==> src/rtl/fs_bist_pkg.sv <==
// ---------------------------------------------------------------------------
// fs_bist_pkg
// Shared definitions for the full_subtractor BIST controller:
//   - FSM state encoding (3-bit)
//   - GOLDEN_SIG: 16-bit response signature of a fault-free full_subtractor
//   - fs_golden(): reference full_subtractor returning {bout, d}
//   - sa0_sig():   signature of a subtractor whose masked inputs are stuck at 0
// Signature layout: bits [2k+1:2k] hold {bout, d} for vector k, and vector k
// drives {a, b, bin} = k[2:0].
// ---------------------------------------------------------------------------
package fs_bist_pkg;

  typedef enum logic [2:0] {
    ST_IDLE   = 3'd0,
    ST_APPLY  = 3'd1,
    ST_SAMPLE = 3'd2,
    ST_DIAG   = 3'd3,
    ST_DONE   = 3'd4
  } state_t;

  localparam int unsigned NUM_VECTORS = 8;
  localparam int unsigned SIG_W       = 2 * NUM_VECTORS;

  localparam logic [SIG_W-1:0] GOLDEN_SIG = 16'hC1BC;

  // Reference full subtractor: d = a - b - bin, bout = borrow out.
  function automatic logic [1:0] fs_golden(input logic a, input logic b, input logic bin);
    logic d;
    logic bout;
    d    = a ^ b ^ bin;
    bout = (~a & b) | (~a & bin) | (b & bin);
    return {bout, d};
  endfunction

  // mask = {A, B, Bin}; a set bit forces that subtractor input to 0.
  function automatic logic [SIG_W-1:0] sa0_sig(input logic [2:0] mask);
    logic [SIG_W-1:0] sig;
    logic [2:0]       v;
    sig = '0;
    for (int k = 0; k < NUM_VECTORS; k++) begin
      v = 3'(k) & ~mask;
      sig[2*k +: 2] = fs_golden(v[2], v[1], v[0]);
    end
    return sig;
  endfunction

endpackage

==> src/rtl/fs_bist_controller.sv <==
// ---------------------------------------------------------------------------
// fs_bist_controller
// BIST sequencer for one externally instantiated full_subtractor. On start it
// steps through all 8 input vectors, holds each for SETTLE_CYCLES cycles,
// samples {bout, d} into a 16-bit response signature and compares each sample
// with the reference model. A final diagnosis cycle checks the signature
// against the fault-free value and against every stuck-at-0 input mask.
//
// Parameters
//   SETTLE_CYCLES  cycles each vector is held before sampling (>= 1)
//   STOP_ON_FAIL   1: abort the sweep at the first mismatching vector
//
// Ports
//   clk, rst           clock, asynchronous active-high reset
//   start              1-cycle request, honoured in IDLE or DONE
//   abort              synchronous return to IDLE, results cleared
//   dut_a/b/bin  (out) registered vector driven to the subtractor
//   dut_d/bout   (in)  subtractor response
//   busy               high in APPLY / SAMPLE / DIAG
//   done               high in DONE
//   pass               signature matched GOLDEN_SIG over a full sweep
//   fail_map[7:0]      bit k = vector k mismatched
//   err_count[3:0]     number of mismatching vectors
//   diag_valid         signature matched a stuck-at-0 mask
//   fault_code[2:0]    lowest matching {A,B,Bin} stuck-at-0 mask
//
// state  | meaning
// -------+-----------------------------------------------------------
// IDLE   | waiting for start, subtractor pins at 0
// APPLY  | vector idx driven, settle down-counter running
// SAMPLE | capture {bout,d} for vector idx, compare, advance or finish
// DIAG   | evaluate pass and search the stuck-at-0 signature table
// DONE   | results held, done high, pins at 0; start re-arms
// ---------------------------------------------------------------------------
module fs_bist_controller
  import fs_bist_pkg::*;
#(
  parameter int unsigned SETTLE_CYCLES = 2,
  parameter bit          STOP_ON_FAIL  = 1'b0
) (
  input  logic       clk,
  input  logic       rst,
  input  logic       start,
  input  logic       abort,
  output logic       dut_a,
  output logic       dut_b,
  output logic       dut_bin,
  input  logic       dut_d,
  input  logic       dut_bout,
  output logic       busy,
  output logic       done,
  output logic       pass,
  output logic [7:0] fail_map,
  output logic [3:0] err_count,
  output logic       diag_valid,
  output logic [2:0] fault_code
);

  localparam int unsigned SW = (SETTLE_CYCLES > 1) ? $clog2(SETTLE_CYCLES) : 1;
  // Counter loads SETTLE_CYCLES-1 and APPLY leaves on terminal count 0, so
  // APPLY lasts exactly SETTLE_CYCLES cycles.
  localparam logic [SW-1:0] SETTLE_LOAD = SW'(SETTLE_CYCLES - 1);

  state_t           state_q, state_d;
  logic [2:0]       idx_q, idx_d;
  logic [SW-1:0]    settle_q, settle_d;
  logic [2:0]       vec_q, vec_d;
  logic [SIG_W-1:0] resp_sig, sig_d;
  logic [7:0]       fail_d;
  logic [3:0]       err_d;
  logic             pass_d;
  logic             dv_d;
  logic [2:0]       fc_d;
  logic             early_q, early_d;

  logic [1:0]       sample_rsp;
  logic [1:0]       expect_rsp;
  logic             mismatch;
  logic             diag_hit;
  logic [2:0]       diag_mask;

  assign sample_rsp = {dut_bout, dut_d};
  assign expect_rsp = fs_golden(idx_q[2], idx_q[1], idx_q[0]);
  assign mismatch   = (sample_rsp != expect_rsp);

  // Descending scan so the lowest matching mask is the one that sticks.
  always_comb begin
    diag_hit  = 1'b0;
    diag_mask = 3'b000;
    for (int m = 7; m >= 0; m--) begin
      if (resp_sig == sa0_sig(3'(m))) begin
        diag_hit  = 1'b1;
        diag_mask = 3'(m);
      end
    end
  end

  always_comb begin
    state_d  = state_q;
    idx_d    = idx_q;
    settle_d = settle_q;
    vec_d    = vec_q;
    sig_d    = resp_sig;
    fail_d   = fail_map;
    err_d    = err_count;
    pass_d   = pass;
    dv_d     = diag_valid;
    fc_d     = fault_code;
    early_d  = early_q;

    if (abort) begin
      state_d  = ST_IDLE;
      idx_d    = 3'd0;
      settle_d = '0;
      vec_d    = 3'd0;
      sig_d    = '0;
      fail_d   = 8'h00;
      err_d    = 4'd0;
      pass_d   = 1'b0;
      dv_d     = 1'b0;
      fc_d     = 3'b000;
      early_d  = 1'b0;
    end else begin
      case (state_q)
        ST_IDLE, ST_DONE: begin
          if (start) begin
            state_d  = ST_APPLY;
            idx_d    = 3'd0;
            settle_d = SETTLE_LOAD;
            vec_d    = 3'd0;
            sig_d    = '0;
            fail_d   = 8'h00;
            err_d    = 4'd0;
            pass_d   = 1'b0;
            dv_d     = 1'b0;
            fc_d     = 3'b000;
            early_d  = 1'b0;
          end
        end

        ST_APPLY: begin
          if (settle_q == '0) begin
            state_d = ST_SAMPLE;
          end else begin
            settle_d = settle_q - SW'(1);
          end
        end

        ST_SAMPLE: begin
          sig_d[{idx_q, 1'b0} +: 2] = sample_rsp;
          if (mismatch) begin
            fail_d[idx_q] = 1'b1;
            // At most 8 increments per sweep, so 4 bits never wrap.
            err_d = err_count + 4'd1;
          end
          if ((idx_q == 3'd7) || (mismatch && STOP_ON_FAIL)) begin
            state_d = ST_DIAG;
            early_d = (idx_q != 3'd7);
            vec_d   = 3'd0;
          end else begin
            state_d  = ST_APPLY;
            idx_d    = idx_q + 3'd1;
            vec_d    = idx_q + 3'd1;
            settle_d = SETTLE_LOAD;
          end
        end

        ST_DIAG: begin
          state_d = ST_DONE;
          pass_d  = (resp_sig == GOLDEN_SIG) && !early_q;
          // A truncated signature has unsampled zeros and would alias
          // onto stuck-at masks, so it never yields a diagnosis.
          if (diag_hit && !early_q) begin
            dv_d = 1'b1;
            fc_d = diag_mask;
          end else begin
            dv_d = 1'b0;
            fc_d = 3'b000;
          end
        end

        default: begin
          state_d = ST_IDLE;
        end
      endcase
    end
  end

  always_ff @(posedge clk or posedge rst) begin
    if (rst) begin
      state_q    <= ST_IDLE;
      idx_q      <= 3'd0;
      settle_q   <= '0;
      vec_q      <= 3'd0;
      resp_sig   <= '0;
      fail_map   <= 8'h00;
      err_count  <= 4'd0;
      pass       <= 1'b0;
      diag_valid <= 1'b0;
      fault_code <= 3'b000;
      early_q    <= 1'b0;
    end else begin
      state_q    <= state_d;
      idx_q      <= idx_d;
      settle_q   <= settle_d;
      vec_q      <= vec_d;
      resp_sig   <= sig_d;
      fail_map   <= fail_d;
      err_count  <= err_d;
      pass       <= pass_d;
      diag_valid <= dv_d;
      fault_code <= fc_d;
      early_q    <= early_d;
    end
  end

  assign dut_a   = vec_q[2];
  assign dut_b   = vec_q[1];
  assign dut_bin = vec_q[0];

  assign busy = (state_q == ST_APPLY) || (state_q == ST_SAMPLE) || (state_q == ST_DIAG);
  assign done = (state_q == ST_DONE);

endmodule

==> config.mk <==
export PLATFORM = sky130hd
export DESIGN_NAME = fs_bist_controller
export DESIGN_NICKNAME = d
export VERILOG_FILES = /design/src/rtl/fs_bist_pkg.sv /design/src/rtl/fs_bist_controller.sv
export SDC_FILE = /design/constraint.sdc
export NUM_CORES = 1
export LEC_CHECK = 0
export BUFFER_PORTS_ARGS = -buffer_cell sky130_fd_sc_hd__buf_2
export CORE_MARGIN = 1
export CORE_UTILIZATION = 33
export DETAILED_ROUTE_END_ITERATION = 16
export PLACE_DENSITY = 0.52
export SETUP_SLACK_MARGIN = 0.05
export SLEW_MARGIN = 10
export SYNTH_ARGS = -nofsm -noshare
export SYNTH_HDL_FRONTEND = slang
export SYNTH_SLANG_ARGS = --single-unit
==> constraint.sdc <==
create_clock -name clk -period 2.45 [get_ports clk]
set_input_delay 0.3675 -clock clk [delete_from_list [all_inputs] [get_ports clk]]
set_output_delay 0.3675 -clock clk [all_outputs]
set_load 0.02 [all_outputs]
==> metrics.cfg <==
[logic_synthesis]
synth_seq_cells = 44
synthSimpleGateAreaFrac_pct = 22.9
syn_avg_cell_area_um2 = 9.89
yosys_warnings = 0
synth_adder_area_share_pct = 5.73
syn_nets = 250
synth_mux_area_share_pct = 3.03
ys_seq_area_share_pct = 47.6
synth_async_sr_flop_share_pct = 100
synth_top_family_by_area = simple AND/OR/NAND/NOR gates
synth_edf_count = 0
synthFlopType = dfrtp_1
syn_inst = 234
synth_xor_area_share_pct = 1.14
synth_compound_area_share_pct = 16.4
synthDistinctLibCells = 49
synthesis.area_mm2 = 0.00231

[finish]
stdcell_area_mm2 = 0.00267
fill_cells = 690
area_growth_pct = 15.2
final_nets = 282
final_core_util_pct = 39.3
diodes = 0
seq_area_mm2 = 0.00110
multi_input_area_mm2 = 0.00114
drive_gt1_share_pct = 17.6

[global_route]
grt_use_total_pct = 15.8
grt_first_pass_wirelength_um = 8950
grt_pass1_vias = 1772
use_met3_pct = 4.52
grt_max_degree = 45
grt_use_met2_pct = 24.1
gr-usage-met1_pct = 22.3
antenna_found_initial = 0
busiest_layer = met2
gr-total-overflow = 0

[floorplanning]
ios = 28
core-area_mm2 = 0.00679
dieArea_mm2 = 0.00735
rows = 30
fp.dieH_um = 85.8
die_w_um = 85.8
initial_utilization_pct = 34.1

[sta]
rsz0062_at_grt = no
tns_ns = 0
finalHoldViolCount = 0
fmax_mhz = 457
maxSlewViolCount = 0
finalCriticalPeriod_ns = 2.19
setup_viol = 0
worst_slew_pin_slew_ns = 0.585
skew_ns = 0.00344
slew_headroom_pct = 60.6
fin_crit_sh_pct = 89.4

[setup_path]
worstSetupEndpointType = flop
r2r-end = resp_sig[13]
reg2regPathDepth = 6
crit_required_ns = 2.61
crit_arrival_ns = 2.35
crit_type = reg -> reg
rrSetupSlack_ns = 0.26
critPathMaxFanout = 8
r2r_start = idx_q[0]
start_kind = flop
cp-startpoint = idx_q[0]

[clocking]
post-cts-setup-buffers = 0
cts_resized = 0
clockBufferDepth = 2
cts_tree = yes
cts_made_buffers = 5
clock_sinks = 44
hold_buffers = 0
clock_latency_ns = 0.29
cts.clk_slew.worst_paths_ns = 0.08
cts.htree.levels = 2
root_buffer = clkbuf_8

[power_and_ir_drop]
total_power_uw = 1360
p_leak_uw = 0.00126
power.density_mw_per_mm2 = 510
ir_drop_mv = 0.240

[place]
hpwl_um = 3910
placed_area_mm2 = 0.00258
numPortBuffers = 27
gp_congestion = 0.824

[routing]
postRouteAntennaNets = 0
dr.pass1.iters = 4
routed_wl_um = 5330
post_drt_wl_per_cell_um = 14.7
drc_errors = 0
num_vias = 1881
via_per_inst = 5.18
drt_iter0_drc = 67

[hold_path]
worstHoldPathType = in -> async

[outcome]
status = finished, final reports clean

[flow_run]
max-cap-violations = 0

Yosys cell counts (6+ instances only):
| cell type | count | area, um^2 |
|---|---|---|
| a21oi_1 | 6 | 30.0 |
| a22o_1 | 8 | 70.1 |
| a31oi_1 | 9 | 56.3 |
| dfrtp_1 | 44 | 1100 |
| ha_1 | 9 | 113 |
| inv_1 | 7 | 26.3 |
| mux2i_1 | 7 | 70.1 |
| nand2_1 | 28 | 105 |
| nand3_1 | 9 | 45.0 |
| nor2_1 | 18 | 67.6 |
| nor3_1 | 11 | 55.1 |
| nor4_1 | 6 | 37.5 |
| o21ai_0 | 11 | 55.1 |
stage by stage:
stage | cells | setup WS (ns) | hold slack [ns]
final | 363 | 0.260 | 0.193
after global routing | 363 | 0.147 | 0.230
after CTS | 363 | 0.241 | 0.216
after detailed placement | 355 | 0.275 | 0.463
after global placement | 355 | 0.296 | 0.459
after floorplan | 234 | 0.358 | 0.459
worst max-delay path, cell delays in order (launching register included):
cell	delay (ns)
dfrtp_1	0.49
clkinv_1	0.14
ha_1	0.22
ha_1	0.23
nor3_1	0.33
o2111ai_1	0.28
o41ai_1	0.37
cell families (layout without fill, tap and decap cells):
family,count (synthesis),count (layout)
muxes,7,7
AOI/OAI and AO/OA,53,53
buffers and inverters,17,50
DFF,44,44
xor gates and xnor gates,3,3
adders and majority gates,10,10
and+or+nand+nor,100,100
flip-flops by register name, summed over array words and instances (netlist names):
| name | count |
|---|---|
| early_q | 1 |
| diag_valid | 1 |
| fault_code | 3 |
| pass | 1 |
| state_q | 3 |
| settle_q | 1 |
| resp_sig | 16 |
| vec_q | 3 |
| fail_map | 8 |
| err_count | 4 |
| idx_q | 3 |
how the worst max path moves through the flow:
| stage | end | slack (ns) |
|---|---|---|
| floorplan | resp_sig[7] | 0.36 |
| global placement | resp_sig[13] | 0.30 |
| detailed placement | resp_sig[13] | 0.27 |
| CTS | resp_sig[13] | 0.24 |
| global route | resp_sig[13] | 0.15 |
| finish | resp_sig[13] | 0.26 |
cell usage in the layout, fill, tap and decap left out, types with 4 or more instances in the layout:
cell type,count
buf_4,7
nor3_1,11
o21ai_0,11
mux2i_1,7
nand2_1,28
a31oi_1,9
a32o_1,4
nor2_1,18
dfrtp_1,44
inv_1,6
nand4_1,5
a22o_1,8
buf_2,27
ha_1,9
nor4_1,6
nand3_1,9
nand2b_1,5
clkbuf_8,6
a21oi_1,6
routing by layer:
metal  routed length [um]  vias to the layer above
li1                     -                      927
met1                 2680                      913
met2                 2380                       39
met3                  247                        2
met4                   25                        0
met5                    0                        -
report_power, final:
group          leakage [uW]  switching, uW  internal, uW  total [uW]
logic              0.000601           98.1          45.6         144
registers          0.000611           12.2           735         747
clock network     0.0000455            238           230         468
total               0.00126            348          1010        1360
layout make-up:
class / count / share of cell area (%)
Multi-Input combinational cell: 173 / 42.7
Clock buffer: 8 / 3.38
Timing Repair Buffer: 34 / 7.04
Tap cell: 96 / 4.50
Sequential cell: 44 / 41.3
Inverter: 8 / 1.13
(Power assumes the default switching activity.)
